<file path="src/rtl/morphle_sync_tx.sv">
// rtl/morphle_sync_tx.sv - clocked transmitter serializing words into Morphle Logic 2-bit tokens
// Ports:
//   clk, reset_n        clock (rising edge), asynchronous active-low reset
//   s_data/s_valid      word to send with its valid strobe
//   s_ready             registered; word accepted on an edge with s_valid & s_ready
//   tok                 registered token to the array (00 empty, 01 V0, 10 V1)
//   fb                  asynchronous token echoed back by the array
//   busy                high whenever the FSM is not idle
//   err, err_code       sticky error (01 mismatch, 10 illegal fb, 11 timeout)
//   err_clr             leaves the error state once fb has returned to empty

module morphle_sync_tx #(
  parameter int WIDTH       = 8,
  parameter int SYNC_STAGES = 2,
  parameter int LSB_FIRST   = 1,
  parameter int TIMEOUT     = 255
) (
  input  logic             clk,
  input  logic             reset_n,
  input  logic [WIDTH-1:0] s_data,
  input  logic             s_valid,
  output logic             s_ready,
  output logic [1:0]       tok,
  input  logic [1:0]       fb,
  output logic             busy,
  output logic             err,
  output logic [1:0]       err_code,
  input  logic             err_clr
);

  localparam logic [1:0] TOK_E = 2'b00;
  localparam logic [1:0] TOK_0 = 2'b01;
  localparam logic [1:0] TOK_1 = 2'b10;
  localparam logic [1:0] TOK_X = 2'b11;

  localparam int BW = $clog2(WIDTH + 1);
  localparam int TW = (TIMEOUT < 2) ? 1 : $clog2(TIMEOUT + 1);
  localparam logic [BW-1:0] BITS     = BW'(WIDTH);
  localparam logic [TW-1:0] TMO_LAST = (TIMEOUT == 0) ? '0 : TW'(TIMEOUT - 1);

  typedef enum logic [1:0] {IDLE, WAIT_FULL, WAIT_EMPTY, ERR} state_t;

  state_t           state, state_d;
  logic [1:0]       tok_q, tok_d;
  logic             cur_bit, cur_bit_d;
  logic [WIDTH-1:0] sreg, sreg_d, sreg_sh;
  logic [BW-1:0]    bit_cnt, bit_cnt_d;
  logic [TW-1:0]    tmo_cnt, tmo_d;
  logic             s_ready_q, s_ready_d;
  logic             err_q, err_d;
  logic [1:0]       code_q, code_d;

  logic [1:0] sync_q [SYNC_STAGES];
  logic [1:0] fb_s;
  logic [1:0] val_tok, oth_tok;
  logic       first_bit, next_bit, tmo_hit, fail;
  logic [1:0] fail_code;

  // The chain resets to 11 (not empty) so s_ready only rises after a real
  // empty has propagated through every stage following reset.
  always_ff @(posedge clk or negedge reset_n) begin
    if (!reset_n) begin
      for (int i = 0; i < SYNC_STAGES; i++) sync_q[i] <= TOK_X;
    end else begin
      sync_q[0] <= fb;
      for (int i = 1; i < SYNC_STAGES; i++) sync_q[i] <= sync_q[i-1];
    end
  end

  assign fb_s      = sync_q[SYNC_STAGES-1];
  assign val_tok   = cur_bit ? TOK_1 : TOK_0;
  assign oth_tok   = cur_bit ? TOK_0 : TOK_1;
  assign sreg_sh   = (LSB_FIRST != 0) ? (sreg >> 1) : (sreg << 1);
  assign first_bit = (LSB_FIRST != 0) ? s_data[0] : s_data[WIDTH-1];
  assign next_bit  = (LSB_FIRST != 0) ? sreg_sh[0] : sreg_sh[WIDTH-1];
  // Counter value TIMEOUT-1 means this edge is the TIMEOUT-th cycle waiting.
  assign tmo_hit   = (TIMEOUT != 0) && (tmo_cnt == TMO_LAST);

  always_ff @(posedge clk or negedge reset_n) begin
    if (!reset_n) begin
      state     <= IDLE;
      tok_q     <= TOK_E;
      cur_bit   <= 1'b0;
      sreg      <= '0;
      bit_cnt   <= '0;
      tmo_cnt   <= '0;
      s_ready_q <= 1'b0;
      err_q     <= 1'b0;
      code_q    <= 2'b00;
    end else begin
      state     <= state_d;
      tok_q     <= tok_d;
      cur_bit   <= cur_bit_d;
      sreg      <= sreg_d;
      bit_cnt   <= bit_cnt_d;
      tmo_cnt   <= tmo_d;
      s_ready_q <= s_ready_d;
      err_q     <= err_d;
      code_q    <= code_d;
    end
  end

  always_comb begin
    state_d   = state;
    tok_d     = tok_q;
    cur_bit_d = cur_bit;
    sreg_d    = sreg;
    bit_cnt_d = bit_cnt;
    err_d     = err_q;
    code_d    = code_q;
    fail      = 1'b0;
    fail_code = 2'b00;

    case (state)
      IDLE: begin
        if (s_valid && s_ready_q) begin
          sreg_d    = s_data;
          bit_cnt_d = BITS;
          cur_bit_d = first_bit;
          tok_d     = first_bit ? TOK_1 : TOK_0;
          state_d   = WAIT_FULL;
        end
      end
      WAIT_FULL: begin
        if (fb_s == TOK_X) begin
          fail = 1'b1; fail_code = 2'b10;
        end else if (fb_s == oth_tok) begin
          fail = 1'b1; fail_code = 2'b01;
        end else if (fb_s == val_tok) begin
          tok_d   = TOK_E;
          state_d = WAIT_EMPTY;
        end else if (tmo_hit) begin
          fail = 1'b1; fail_code = 2'b11;
        end
      end
      WAIT_EMPTY: begin
        // Echo of the value still present is normal; only the opposite value is wrong.
        if (fb_s == TOK_X) begin
          fail = 1'b1; fail_code = 2'b10;
        end else if (fb_s == oth_tok) begin
          fail = 1'b1; fail_code = 2'b01;
        end else if (fb_s == TOK_E) begin
          bit_cnt_d = bit_cnt - BW'(1);
          if (bit_cnt == BW'(1)) begin
            state_d = IDLE;
          end else begin
            sreg_d    = sreg_sh;
            cur_bit_d = next_bit;
            tok_d     = next_bit ? TOK_1 : TOK_0;
            state_d   = WAIT_FULL;
          end
        end else if (tmo_hit) begin
          fail = 1'b1; fail_code = 2'b11;
        end
      end
      ERR: begin
        if (err_clr && fb_s == TOK_E) begin
          err_d   = 1'b0;
          code_d  = 2'b00;
          state_d = IDLE;
        end
      end
      default: state_d = IDLE;
    endcase

    if (fail) begin
      state_d   = ERR;
      tok_d     = TOK_E;
      err_d     = 1'b1;
      code_d    = fail_code;
      bit_cnt_d = '0;
    end

    tmo_d = (state == WAIT_FULL || state == WAIT_EMPTY) ? tmo_cnt + TW'(1) : '0;
    if (state_d != state) tmo_d = '0;

    s_ready_d = (state_d == IDLE) && (fb_s == TOK_E);
  end

  assign tok      = tok_q;
  assign s_ready  = s_ready_q;
  assign busy     = (state != IDLE);
  assign err      = err_q;
  assign err_code = code_q;

endmodule

</file>
<file path="config.mk">
export PLATFORM = sky130hd
export DESIGN_NAME = morphle_sync_tx
export DESIGN_NICKNAME = d
export VERILOG_FILES = /design/src/rtl/morphle_sync_tx.sv
export SDC_FILE = /design/constraint.sdc
export NUM_CORES = 1
export LEC_CHECK = 0
export CORE_MARGIN = 5
export CORE_UTILIZATION = 50
export DETAILED_ROUTE_END_ITERATION = 16
export DONT_BUFFER_PORTS = 1
export HOLD_SLACK_MARGIN = 0.06
export PLACE_DENSITY_LB_ADDON = 0.2
export SYNTH_ARGS = -nofsm -noshare
export SYNTH_HDL_FRONTEND = slang
export SYNTH_SLANG_ARGS = --single-unit
export TNS_END_PERCENT = 5
</file>
<file path="constraint.sdc">
create_clock -name clk -period 6.2 [get_ports clk]
set_input_delay 1.24 -clock clk [delete_from_list [all_inputs] [get_ports clk]]
set_output_delay 1.24 -clock clk [all_outputs]
set_load 0.1 [all_outputs]
</file>
==> key figures <==
Outcome
  • Outcome: finished clean

Timing
  • RSZ-0062 raised after global routing: false
  • Fmax: 317 MHz
  • Setup TNS: 0 ns
  • Slew Limit Headroom: 35.6%
  • Worst Skew: 0.00829 ns
  • Slew @ Worst Pin: 0.965 ns
  • Final setup vio count: 0
  • Hold Vio Cnt, Final: 0
  • Tcrit/Tclk final: 50.8%
  • Hold slack: 0.358 ns
  • Final max-slew violation count: 0
  • Post-layout minimum cycle time: 3.15 ns

Die
  • Starting density of the core: 52.0%
  • Core area: 0.00369 mm²
  • Die Y: 71.9 µm
  • Die ar.: 0.00517 mm²
  • Top Ports: 21
  • Die width: 71.9 µm
  • Std-Cell Rows: 22

Global routing
  • Global route overflow: 0
  • Gr usage total: 16.3%
  • Largest net degree at the start of global routing: 33
  • First-pass GRT wire length: 6770 µm
  • Initial antenna violation count: 0
  • Vias in the first global route: 1439

CTS
  • Clock Path Buffers: 2
  • TritonCTS clock tree: built
  • CTS-repair resized insts: 0
  • # Post-CTS Setup Buffers: 0
  • H-tree depth: 2
  • Cts-stage hold buffer count: 0
  • Clock root buffer: clkbuf_8
  • Worst skew pair latency: 0.28 ns
  • Sinks on Clock Net: 32
  • Clock Pin Slew Worst Setup and Hold Paths: 0.07 ns
  • Total CTS buffers: 5

Hold path
  • Hold Path Class: reg -> reg
  • Worst hold start: sync_q[2]

Worst setup path
  • CP max FO: 10
  • Critical path class: reg -> out
  • Crit path launch type: flop
  • RR Startpoint: state[0]
  • CP arrival: 1.91 ns
  • Worst setup startpoint: state[0]
  • Critical path required time: 4.96 ns
  • Crit. End Element: primary output

Synth
  • Yosys warns: 0
  • Post-synth EDFFs: 0
  • Mapped Area: 0.00192 mm²
  • Netlist cell types: 54
  • Net Count, Synth: 226
  • Gate Count Post-Synth: 203
  • Async set or reset register ratio after synthesis: 100%
  • Sequential share of the synthesized area: 42.0%
  • Main synth FF type: dfrtp_1
  • Yosys reg bits: 32
  • Syn avg cell area: 9.44 µm²

Power
  • Switch share: 49.3%
  • Internal power: 590 µW
  • Seq pwr share: 38.6%
  • Pwr Density: 570 mW/mm²
  • Switch Pwr: 574 µW
  • Comb pwr share: 44.7%
  • Clock power share: 16.8%
  • Leakage dissipation: 0.829 nW
  • VDD IR max: 0.267 mV

Layout
  • Most common cell after layout, fill and taps aside: dfrtp_1
  • Layout area overhead: 6.53%
  • NumNets Final: 224
  • Ratio of cells with drive above 1 in the final layout: 9.41%
  • Fillers: 324
  • Commonest cells after routing, fill and taps aside: dfrtp_1 (28), nand2_1 (19), nor2_1 (18)
  • ANT cells: 0

Job
  • Max cap viols: 0

Route
  • First-pass iteration count of the detailed router: 4
  • WL final: 4050 µm
  • Via/cell ratio: 5.88
  • Remaining DRCs: 0
  • DRT iter0 DRCs: 149
  • DR WL/cell: 16.2 µm
  • Vias: 1469
  • Post-route ant nets: 0

Place
  • Port bufs: 0
  • HPWL after DPL: 2950 µm
  • Routability cong.: 0.846
-- worst max-delay path: stages (launching register included) --
cell and delay, ns:
dfrtp_1 0.44, inv_1 0.14, ha_1 0.34, inv_1 0.71
-- routing by layer --
layer / up-vias / track usage (%) / wire length, µm
li1: 732 / - / -
met1: 683 / 21.2 / 1780
met2: 50 / 26.8 / 1950
met3: 4 / 5.12 / 294
met4: 0 / 3.55 / 23
met5: - / 0 / 0
-- sequential cells by signal, indices dropped and copies added (netlist names) --
| signal | count |
|---|---|
| err_code | 2 |
| sync_q | 2 |
| err | 1 |
| bit_cnt | 4 |
| sreg | 8 |
| fb_s | 2 |
| tmo_cnt | 8 |
| state | 2 |
| tok | 2 |
| s_ready | 1 |
-- synth_stat cells, drive strengths merged (2+ instances only) --
library cell   n  area, µm²
dfrtp         28        701
nand2         19       71.3
nor2          18       67.6
a21oi         15       75.1
o21ai         10       50.1
ha             9        113
inv            9       33.8
mux2i          8       80.1
nor4           8       50.1
clkbuf         7       26.3
nand3          7       35.0
a211oi         6       50.1
nor2b          5       31.3
dfstp          4        105
nor3           3       15.0
nor3b          3       27.5
or3b           3       28.8
xnor2          3       26.3
xor2           3       26.3
a21o           2       15.0
and3           2       12.5
buf            2       16.3
nand3b         2       15.0
nand4          2       12.5
o22ai          2       18.8
or2            2       12.5
-- through the flow --
step	total power [mW]	std cells	utilization, %	area [µm²]	setup slack [ns]
floorplan	0.864	203	-	1920	3.46
CTS	1.16	250	55.4	2040	3.07
finish	1.16	250	55.4	2040	3.05
detailed placement	0.966	242	52.4	1930	3.23
global route	1.25	250	55.4	2040	2.99
global placement	0.956	242	52.4	1930	3.39
-- cell type report --
class	instances	area (µm²)	area share, %
Inverter	9	33.8	1.65
Sequential cell	32	806	39.5
Multi-Input combinational cell	153	1030	50.7
Clock inverter	2	35.0	1.72
Clock buffer	6	72.6	3.55
Tap cell	48	60.1	2.94
-- power groups by stage --
stage	logic [mW]	registers (mW)	clock network [mW]
2_1_floorplan	0.437	0.427	0
3_5_place_dp	0.512	0.454	0
5_1_grt	0.574	0.463	0.209
6_report	0.520	0.449	0.195
4_1_cts	0.515	0.450	0.198
3_3_place_gp	0.505	0.451	0
-- worst paths after layout --
path	end	cells past startpoint	slack (ns)
worst max-delay path	busy	3	3.05
worst min-delay path	fb_s[0]	0	0.36
worst max register to register	tmo_cnt[7]	7	3.17
worst min register to register	fb_s[0]	0	0.36
max in group asynchronous	fb_s[1]	0	5.38
min in group asynchronous	bit_cnt[1]	0	0.65
-- logic make-up (layout without fill, tap and decap cells) --
kind of cell | Yosys count | count (layout) | share of synthesized area (%)
multiplexers | 9 | 9 | 4.77
flip-flops | 32 | 32 | 42.0
AO/OA/AOI/OAI | 51 | 51 | 19.1
XOR/XNOR | 6 | 6 | 2.74
AND/OR/NAND/NOR | 78 | 78 | 21.5
adder cells (fa/ha/maj) | 9 | 9 | 5.87
buffers and inverters | 18 | 17 | 3.98
No activity file was read; power rests on OpenSTA's default activity.
